$ cat src/rtl/pc_gen.sv
// ---------------------------------------------------------------------------
// pc_gen -- program-counter generator at the head of the fetch stage.
//
// Drives the instruction-memory address (pc) and chip enable (ce). The pc
// advances by INST_BYTES only when instruction memory accepts a fetch. It
// also supports a pipeline stall, a branch redirect and a flush redirect.
// A branch that arrives while the pipeline is stalled is buffered and
// applied on the first unstalled cycle. A flush overrides everything,
// including a buffered branch.
//
// Parameters:
//   ADDR_W      width of pc and of both redirect target buses
//   INST_BYTES  bytes per instruction (1, 2, 4 or 8); also the pc step
//   RESET_VEC   first fetch address after reset release
//
// Ports:
//   clk            in   clock; all state changes on its rising edge
//   rst            in   synchronous reset, active low
//   stall          in   pipeline stall; pc is held
//   fetch_ack      in   instruction memory accepted the fetch at pc
//   branch_flag    in   branch/jump redirect request
//   branch_target  in   redirect address for branch_flag
//   flush          in   exception/flush redirect; highest priority
//   new_pc         in   redirect address for flush
//   pc             out  registered fetch address
//   ce             out  registered instruction-memory enable
//   pc_misalign    out  one-cycle pulse, aligned with the new pc, when the
//                       redirect that produced it had nonzero low bits
// ---------------------------------------------------------------------------
module pc_gen #(
    parameter int                 ADDR_W     = 32,
    parameter int                 INST_BYTES = 4,
    parameter logic [ADDR_W-1:0]  RESET_VEC  = '0
) (
    input  logic              clk,
    input  logic              rst,
    input  logic              stall,
    input  logic              fetch_ack,
    input  logic              branch_flag,
    input  logic [ADDR_W-1:0] branch_target,
    input  logic              flush,
    input  logic [ADDR_W-1:0] new_pc,
    output logic [ADDR_W-1:0] pc,
    output logic              ce,
    output logic              pc_misalign
);

    // Low address bits that must be zero for an instruction-aligned pc.
    // For INST_BYTES=1 this is all zeros, so no masking happens and the
    // misalign pulse can never fire.
    localparam logic [ADDR_W-1:0] LOW_MASK = ADDR_W'(INST_BYTES - 1);
    localparam logic [ADDR_W-1:0] PC_STEP  = ADDR_W'(INST_BYTES);

    // OFF : held in / just out of reset, ce low
    // RUN : fetching, nothing buffered
    // HOLD: fetching (or stalled) with a branch buffered in pend_target_q
    typedef enum logic [1:0] {
        ST_OFF  = 2'd0,
        ST_RUN  = 2'd1,
        ST_HOLD = 2'd2
    } state_t;

    state_t            state_q,       state_d;
    logic [ADDR_W-1:0] pc_q,          pc_d;
    logic              ce_q,          ce_d;
    logic              misalign_q,    misalign_d;
    logic              pend_valid_q,  pend_valid_d;
    logic [ADDR_W-1:0] pend_target_q, pend_target_d;

    // Redirect selection is shared by flush, live branch and buffered
    // branch so the alignment/misalign logic exists only once.
    logic              redirect;
    logic [ADDR_W-1:0] redirect_target;

    // -----------------------------------------------------------------------
    // Next-state / output logic
    // -----------------------------------------------------------------------
    always_comb begin
        state_d         = state_q;
        pc_d            = pc_q;
        ce_d            = ce_q;
        misalign_d      = 1'b0;
        pend_valid_d    = pend_valid_q;
        pend_target_d   = pend_target_q;
        redirect        = 1'b0;
        redirect_target = '0;

        unique case (state_q)
            ST_OFF: begin
                // First cycle out of reset: enable fetch at the reset vector
                // and ignore every other input.
                state_d = ST_RUN;
                ce_d    = 1'b1;
                pc_d    = RESET_VEC;
            end

            ST_RUN, ST_HOLD: begin
                ce_d = 1'b1;
                if (flush) begin
                    redirect        = 1'b1;
                    redirect_target = new_pc;
                    pend_valid_d    = 1'b0;
                    state_d         = ST_RUN;
                end else if (stall && branch_flag) begin
                    // Later branches in the same stall overwrite the buffer.
                    pend_target_d = branch_target;
                    pend_valid_d  = 1'b1;
                    state_d       = ST_HOLD;
                end else if (stall) begin
                    // Hold everything, including any buffered branch.
                end else if (branch_flag) begin
                    // A live branch supersedes a buffered one.
                    redirect        = 1'b1;
                    redirect_target = branch_target;
                    pend_valid_d    = 1'b0;
                    state_d         = ST_RUN;
                end else if (pend_valid_q) begin
                    // Stall just released: apply the buffered branch. The
                    // fetch at the old pc is abandoned, so fetch_ack is moot.
                    redirect        = 1'b1;
                    redirect_target = pend_target_q;
                    pend_valid_d    = 1'b0;
                    state_d         = ST_RUN;
                end else if (fetch_ack) begin
                    pc_d = pc_q + PC_STEP;   // wraps modulo 2^ADDR_W
                end
            end

            default: begin
                state_d = ST_OFF;
                ce_d    = 1'b0;
            end
        endcase

        if (redirect) begin
            pc_d       = redirect_target & ~LOW_MASK;
            misalign_d = |(redirect_target & LOW_MASK);
        end
    end

    // -----------------------------------------------------------------------
    // State registers
    // -----------------------------------------------------------------------
    always_ff @(posedge clk) begin
        if (!rst) begin
            state_q       <= ST_OFF;
            pc_q          <= RESET_VEC;
            ce_q          <= 1'b0;
            misalign_q    <= 1'b0;
            pend_valid_q  <= 1'b0;
            pend_target_q <= '0;
        end else begin
            state_q       <= state_d;
            pc_q          <= pc_d;
            ce_q          <= ce_d;
            misalign_q    <= misalign_d;
            pend_valid_q  <= pend_valid_d;
            pend_target_q <= pend_target_d;
        end
    end

    assign pc          = pc_q;
    assign ce          = ce_q;
    assign pc_misalign = misalign_q;

endmodule

$ cat config.mk
export PLATFORM = sky130hd
export DESIGN_NAME = pc_gen
export DESIGN_NICKNAME = d
export VERILOG_FILES = /design/src/rtl/pc_gen.sv
export SDC_FILE = /design/constraint.sdc
export NUM_CORES = 1
export LEC_CHECK = 0
export ABC_AREA = 1
export BUFFER_PORTS_ARGS = -buffer_cell sky130_fd_sc_hd__buf_2
export CORE_MARGIN = 2
export CORE_UTILIZATION = 49
export CTS_CLUSTER_SIZE = 14
export DETAILED_ROUTE_END_ITERATION = 7
export GPL_ROUTABILITY_DRIVEN = 0
export PLACE_DENSITY = 0.77
export SLEW_MARGIN = 20
export SYNTH_ARGS = -nofsm -noshare
export SYNTH_HDL_FRONTEND = slang
export SYNTH_SLANG_ARGS = --single-unit
$ cat constraint.sdc
create_clock -name clk -period 1.8 [get_ports clk]
set_clock_uncertainty 0.1 [all_clocks]
set_input_delay 0.27 -clock clk [delete_from_list [all_inputs] [get_ports clk]]
set_output_delay 0.27 -clock clk [all_outputs]
set_load 0.01 [all_outputs]
After elaboration in Yosys (flattened, before gate mapping) --
Cells that the tools add are included.
Cells by class: add/sub/neg operators 1, multiply operators 0, divide/modulo/power cells 0, $lt $le $gt $ge 0, eq/ne operators 17, shift operators 0, muxes and demuxes 30, bitwise logic cells 2, reductions and logical operators 14
Operator list (number):
- $mux W32 | 13
- $pmux W32 S2 | 1
- $add A32 B3 Y32 const B | 1
- $ne A3 B3 Y1 const B | 6
- $reduce_and A7 Y1 | 2
- $ne A2 B2 Y1 const B | 6
- $mux W1 | 10
- $mux W2 | 5
- $reduce_and A2 Y1 | 3
- $reduce_or A2 Y1 | 3
- $ne A5 B5 Y1 const B | 1
- $ne A4 B4 Y1 const B | 1
- $pmux W2 S2 | 1
- $ne A3 B1 Y1 const B | 1
- $reduce_and A3 Y1 | 1
- $reduce_bool A3 Y1 | 1
- $reduce_or A3 Y1 | 1
- $eq A2 B1 Y1 const B | 1
- $eq A2 B2 Y1 const B | 1
- $logic_not A2 Y1 | 1
- $not A1 Y1 | 2
- $reduce_bool A2 Y1 | 1
- $logic_and A1 B1 Y1 | 1
Word-level totals: register bits after elaboration 69, bits in latches 0, bits in writable memories 0, bits in read-only memories 0, output and inout bits 34, word-level logic and storage cells 71, memories 0

Longest topological paths before layout --
word-level depth 9, mapped depth 11, depth with buffers taken out 10

Worst setup path before layout --
No wires, ideal clock.
kind register to register, start register state_q[0], end register pc_q[5], in the netlist pc[5], arrival time 1600 ps, data required time 1583 ps, path slack -17 ps, cell stages (with the launch flop) 11, buffers on the path 2, period minus slack after synthesis 1817 ps, path through dfxtp_1 -> inv_1 -> ha_1 -> inv_1 -> nand2_1 -> o21ai_1 -> nand2_1 -> buf_6 -> buf_6 -> nor3_1 -> nor2_1
On the way: word-level cells in the longest chain between the ends 5, elaborated cells between the ends (all ways) 16, classes of those cells eq/ne (8); mux (4); reduce/logical (4)
RTL lines:
- from (decl) | line 63 | state_t state_q, state_d;
- from (signal assigned) | line 153 | state_q <= state_d;
- $eq A2 B1 Y1 / $eq A2 B2 Y1 (equally long branches) | line 88 | unique case (state_q)
- $reduce_or A2 Y1 | line 88
- $mux W1 | line 88
- $ne A3 B3 Y1 (no line) / $reduce_bool A3 Y1 (equally long branches)
- $reduce_and A7 Y1 (no line)
- to (signal assigned) | line 154 | pc_q <= pc_d;
- to (decl) | line 64 | logic [ADDR_W-1:0] pc_q, pc_d;
Several ways; a longest one is shown, not always the timed one. A chain may end at the register's enable or synchronous reset.

Final worst setup path --
start register state_q[1], end register pc_q[13], in the netlist pc[13]
Same word-level chain as after synthesis.

==> flow_summary_export.csv <==
group,metric,value,unit
critical_path,cp.required,1950,ps
min_path,min_to,"pend_target_q[8]",
detailed_routing,wl_per_cell,15.1,um
grt,antenna_found_initial,0,
logic_synthesis,synthFlopType,"dfxtp_1",
grt,grt_pass1_vias,4925,
logic_synthesis,synth_nets,820,
floorplanning,dieArea,9630,um^2
power,p_sw,1.80,mW
power,seq_power_share,39.5,%
cells_and_area,syn2layout_area_growth,26.2,%
floorplanning,die_h,98.1,um
logic_synthesis,ys_top_cells_by_area,"dfxtp_1 (32%), nand2_1 (19%), nor2_1 (13%), o21ai_0 (8.0%), a21oi_1 (6.5%)",
logic_synthesis,synthesis.area,4340,um^2
logic_synthesis,postSynthCellCount,746,
detailed_routing,ant_nets,0,
floorplanning,die_x,98.1,um
cells_and_area,fillers,820,
detailed_routing,vias,5365,
logic_synthesis,yosysTopAreaCellShare,31.8,%
clocking,clkLatencyLatePin,360,ps
power,peakVddDrop,0.591,mV
timing,period_share,97.2,%
logic_synthesis,synthArstFlopShare,0,%
floorplanning,start_util,50.0,%
timing,fin_crit,1750,ps
cells_and_area,ff_latch_area,1390,um^2
power,powerDensity,874,nW/um^2
min_path,hold_depth,3,
logic_synthesis,synth-seq-cells,69,
logic_synthesis,seq_area_frac_synth,31.8,%
logic_synthesis,synth_warnings,0,
logic_synthesis,synth.most_common_cell,"nand2_1",
critical_path,crit_type,"reg -> reg",
floorplanning,pin_count,104,
detailed_routing,drc,0,
clocking,hold_buffers,0,
power,p_int,2.99,mW
clocking,root_buffer,"clkbuf_8",
clocking,cts_made_buffers,9,
outcome,status,"finished, final reports clean",
power,comb_power_share,32.1,%
floorplanning,design.core.area,8680,um^2
cells_and_area,drive_gt1_share,20.2,%
logic_synthesis,yosys.area.top_type,"dfxtp_1",
critical_path,cp.arrival,1900,ps
cells_and_area,diodes,0,
detailed_routing,drt_iter0_drc,344,
timing,hold_viol_final,0,
clocking,tritoncts,"done",
timing,setup_viol,0,
logic_synthesis,synth_cell_types,27,
critical_path,r2r_setup_slack,50,ps
timing,worst_slew_pin_slew,448,ps
detailed_routing,vias_per_cell,5.57,
critical_path,rr_worst_depth,8,
power,power.total,4.79,mW
floorplanning,rows,34,
flow_run,max-cap-violations,0,
detailed_routing,wirelength,14500,um
power,leakagePower,2.41,nW
clocking,cts_sinks,69,
critical_path,cp-end-kind,"flop",
timing,whs,73.4,ps
critical_path,worstReg2RegStart,"state_q[1]",
detailed_routing,drt_first_pass_iters,5,
grt,grt_remaining_overflow,0,
critical_path,cp-start-kind,"flop",
timing,slew_headroom,69.8,%
clocking,ctsHtreeMaxLevel,3,
timing,tns,0,ps
timing,fmax,0.572,GHz
grt,grt_max_degree,47,
logic_synthesis,synth-edff-count,0,
cells_and_area,nets,924,
placement,port_buffers,103,
power,clockPowerShare,28.4,%
clocking,clock_path_buffers,2,
power,switching_share,37.5,%
logic_synthesis,synth.avg_cell_area,5.82,um^2
timing,grt_setup_unrepaired,"yes",
logic_synthesis,synthTopCellsByCount,"nand2_1 (225), nor2_1 (148), dfxtp_1 (69), o21ai_0 (69), a21oi_1 (56)",
min_path,worstHoldStart,"branch_target[8]",
timing,drv_slew,0,
critical_path,crit_path_max_fanout,5,
grt,grt.total_usage,27.8,%
placement,dp_hpwl,9760,um
cells_and_area,multi_input_area,2670,um^2
critical_path,r2r-end,"pc[13]",
grt,grt_pass1_wl,22100,um
min_path,hold_class,"in -> reg",
clocking,path_clk_slew,80,ps
==> metrics by stage <==
stage	util (%)	instances	area, um^2	worst slack (ps)
global route	63.1	963	5480	-38.7
finish	63.1	963	5480	51.0
floorplan	-	746	4340	24.8
CTS	60.4	954	5240	1.57
global placement	58.0	938	5030	16.3
detailed placement	58.0	938	5030	-66.3
==> critical path, cell delays in order (launching register included) <==
cell       delay (ps)
dfxtp_2           350
inv_1              80
ha_4              290
inv_2              60
o21ai_4           210
nand2_4           160
clkbuf_16         190
nor2_1            130
a21oi_1            80
==> placed cells by master (no fill, tap or decap), types with 2 or more instances in the layout <==
| cell type | instances |
|---|---|
| a21oi_1 | 56 |
| buf_12 | 6 |
| buf_2 | 103 |
| buf_4 | 14 |
| buf_6 | 4 |
| clkbuf_16 | 3 |
| clkbuf_8 | 9 |
| clkinv_4 | 2 |
| dfxtp_1 | 65 |
| dfxtp_2 | 4 |
| ha_1 | 3 |
| inv_1 | 46 |
| inv_2 | 3 |
| inv_6 | 5 |
| nand2_1 | 221 |
| nand2_2 | 2 |
| nand2_4 | 3 |
| nand3_1 | 45 |
| nor2_1 | 144 |
| nor2_2 | 3 |
| nor2_4 | 4 |
| nor3_1 | 2 |
| o211ai_1 | 20 |
| o21ai_0 | 68 |
| o21ai_1 | 4 |
==> routing by layer <==
| metal | wire, um | global-route usage [%] | vias up |
|---|---|---|---|
| met5 | 0 | 0 | - |
| met4 | 725 | 15.1 | 0 |
| met3 | 1170 | 3.72 | 59 |
| met2 | 6840 | 46.2 | 278 |
| met1 | 5770 | 34.9 | 2410 |
| li1 | - | - | 2618 |
==> state kept, by name (all words and copies together) (netlist names) <==
| name | count |
|---|---|
| pend_valid_q | 1 |
| pend_target_q | 32 |
| pc_misalign | 1 |
| pc | 32 |
| state_q | 2 |
| ce | 1 |
==> area by class of cell <==
type | instances | share of cell area, %
Inverter | 53 | 3.86
Tap cell | 108 | 2.47
Clock buffer | 9 | 2.26
Timing Repair Buffer | 131 | 16.0
Clock inverter | 7 | 1.48
Multi-Input combinational cell | 586 | 48.7
Sequential cell | 69 | 25.3
==> worst max-delay path by stage <==
stage / startpoint / end / cells past startpoint
floorplan: state_q[0] / pc[5] / 10
global placement: state_q[1] / pc[12] / 9
detailed placement: state_q[1] / pc[12] / 9
CTS: state_q[1] / pc[5] / 8
global route: pc[8] / pc[25] / 8
finish: state_q[1] / pc[13] / 8
==> power by group through the flow <==
stage,Clock [mW],Sequential [mW],Combinational (mW)
after global routing,1.43,1.91,1.70
after floorplan,0,1.93,0.785
after detailed placement,0,1.91,1.28
after CTS,1.37,1.88,1.29
final,1.36,1.89,1.54
after global placement,0,1.91,1.25
==> logic make-up (layout without fill, tap and decap cells) <==
group,after synthesis,after routing,share of synthesized area (%)
buffers and inverters,92,200,8.93
AND/OR/NAND/NOR,426,427,38.7
XOR/XNOR,2,2,0.403
AO/OA/AOI/OAI,153,153,19.0
flip-flops,69,69,31.8
adder cells (fa/ha/maj),4,4,1.15
==> timing repair <==
item                                    4_1_cts  5_1_grt
gates resized for setup                       3       30
buffers inserted                              0        2
pin swaps                                     0        3
gates cloned                                  0        7
endpoints found under the setup margin       44       61
Power figures use the tool's default switching activity.
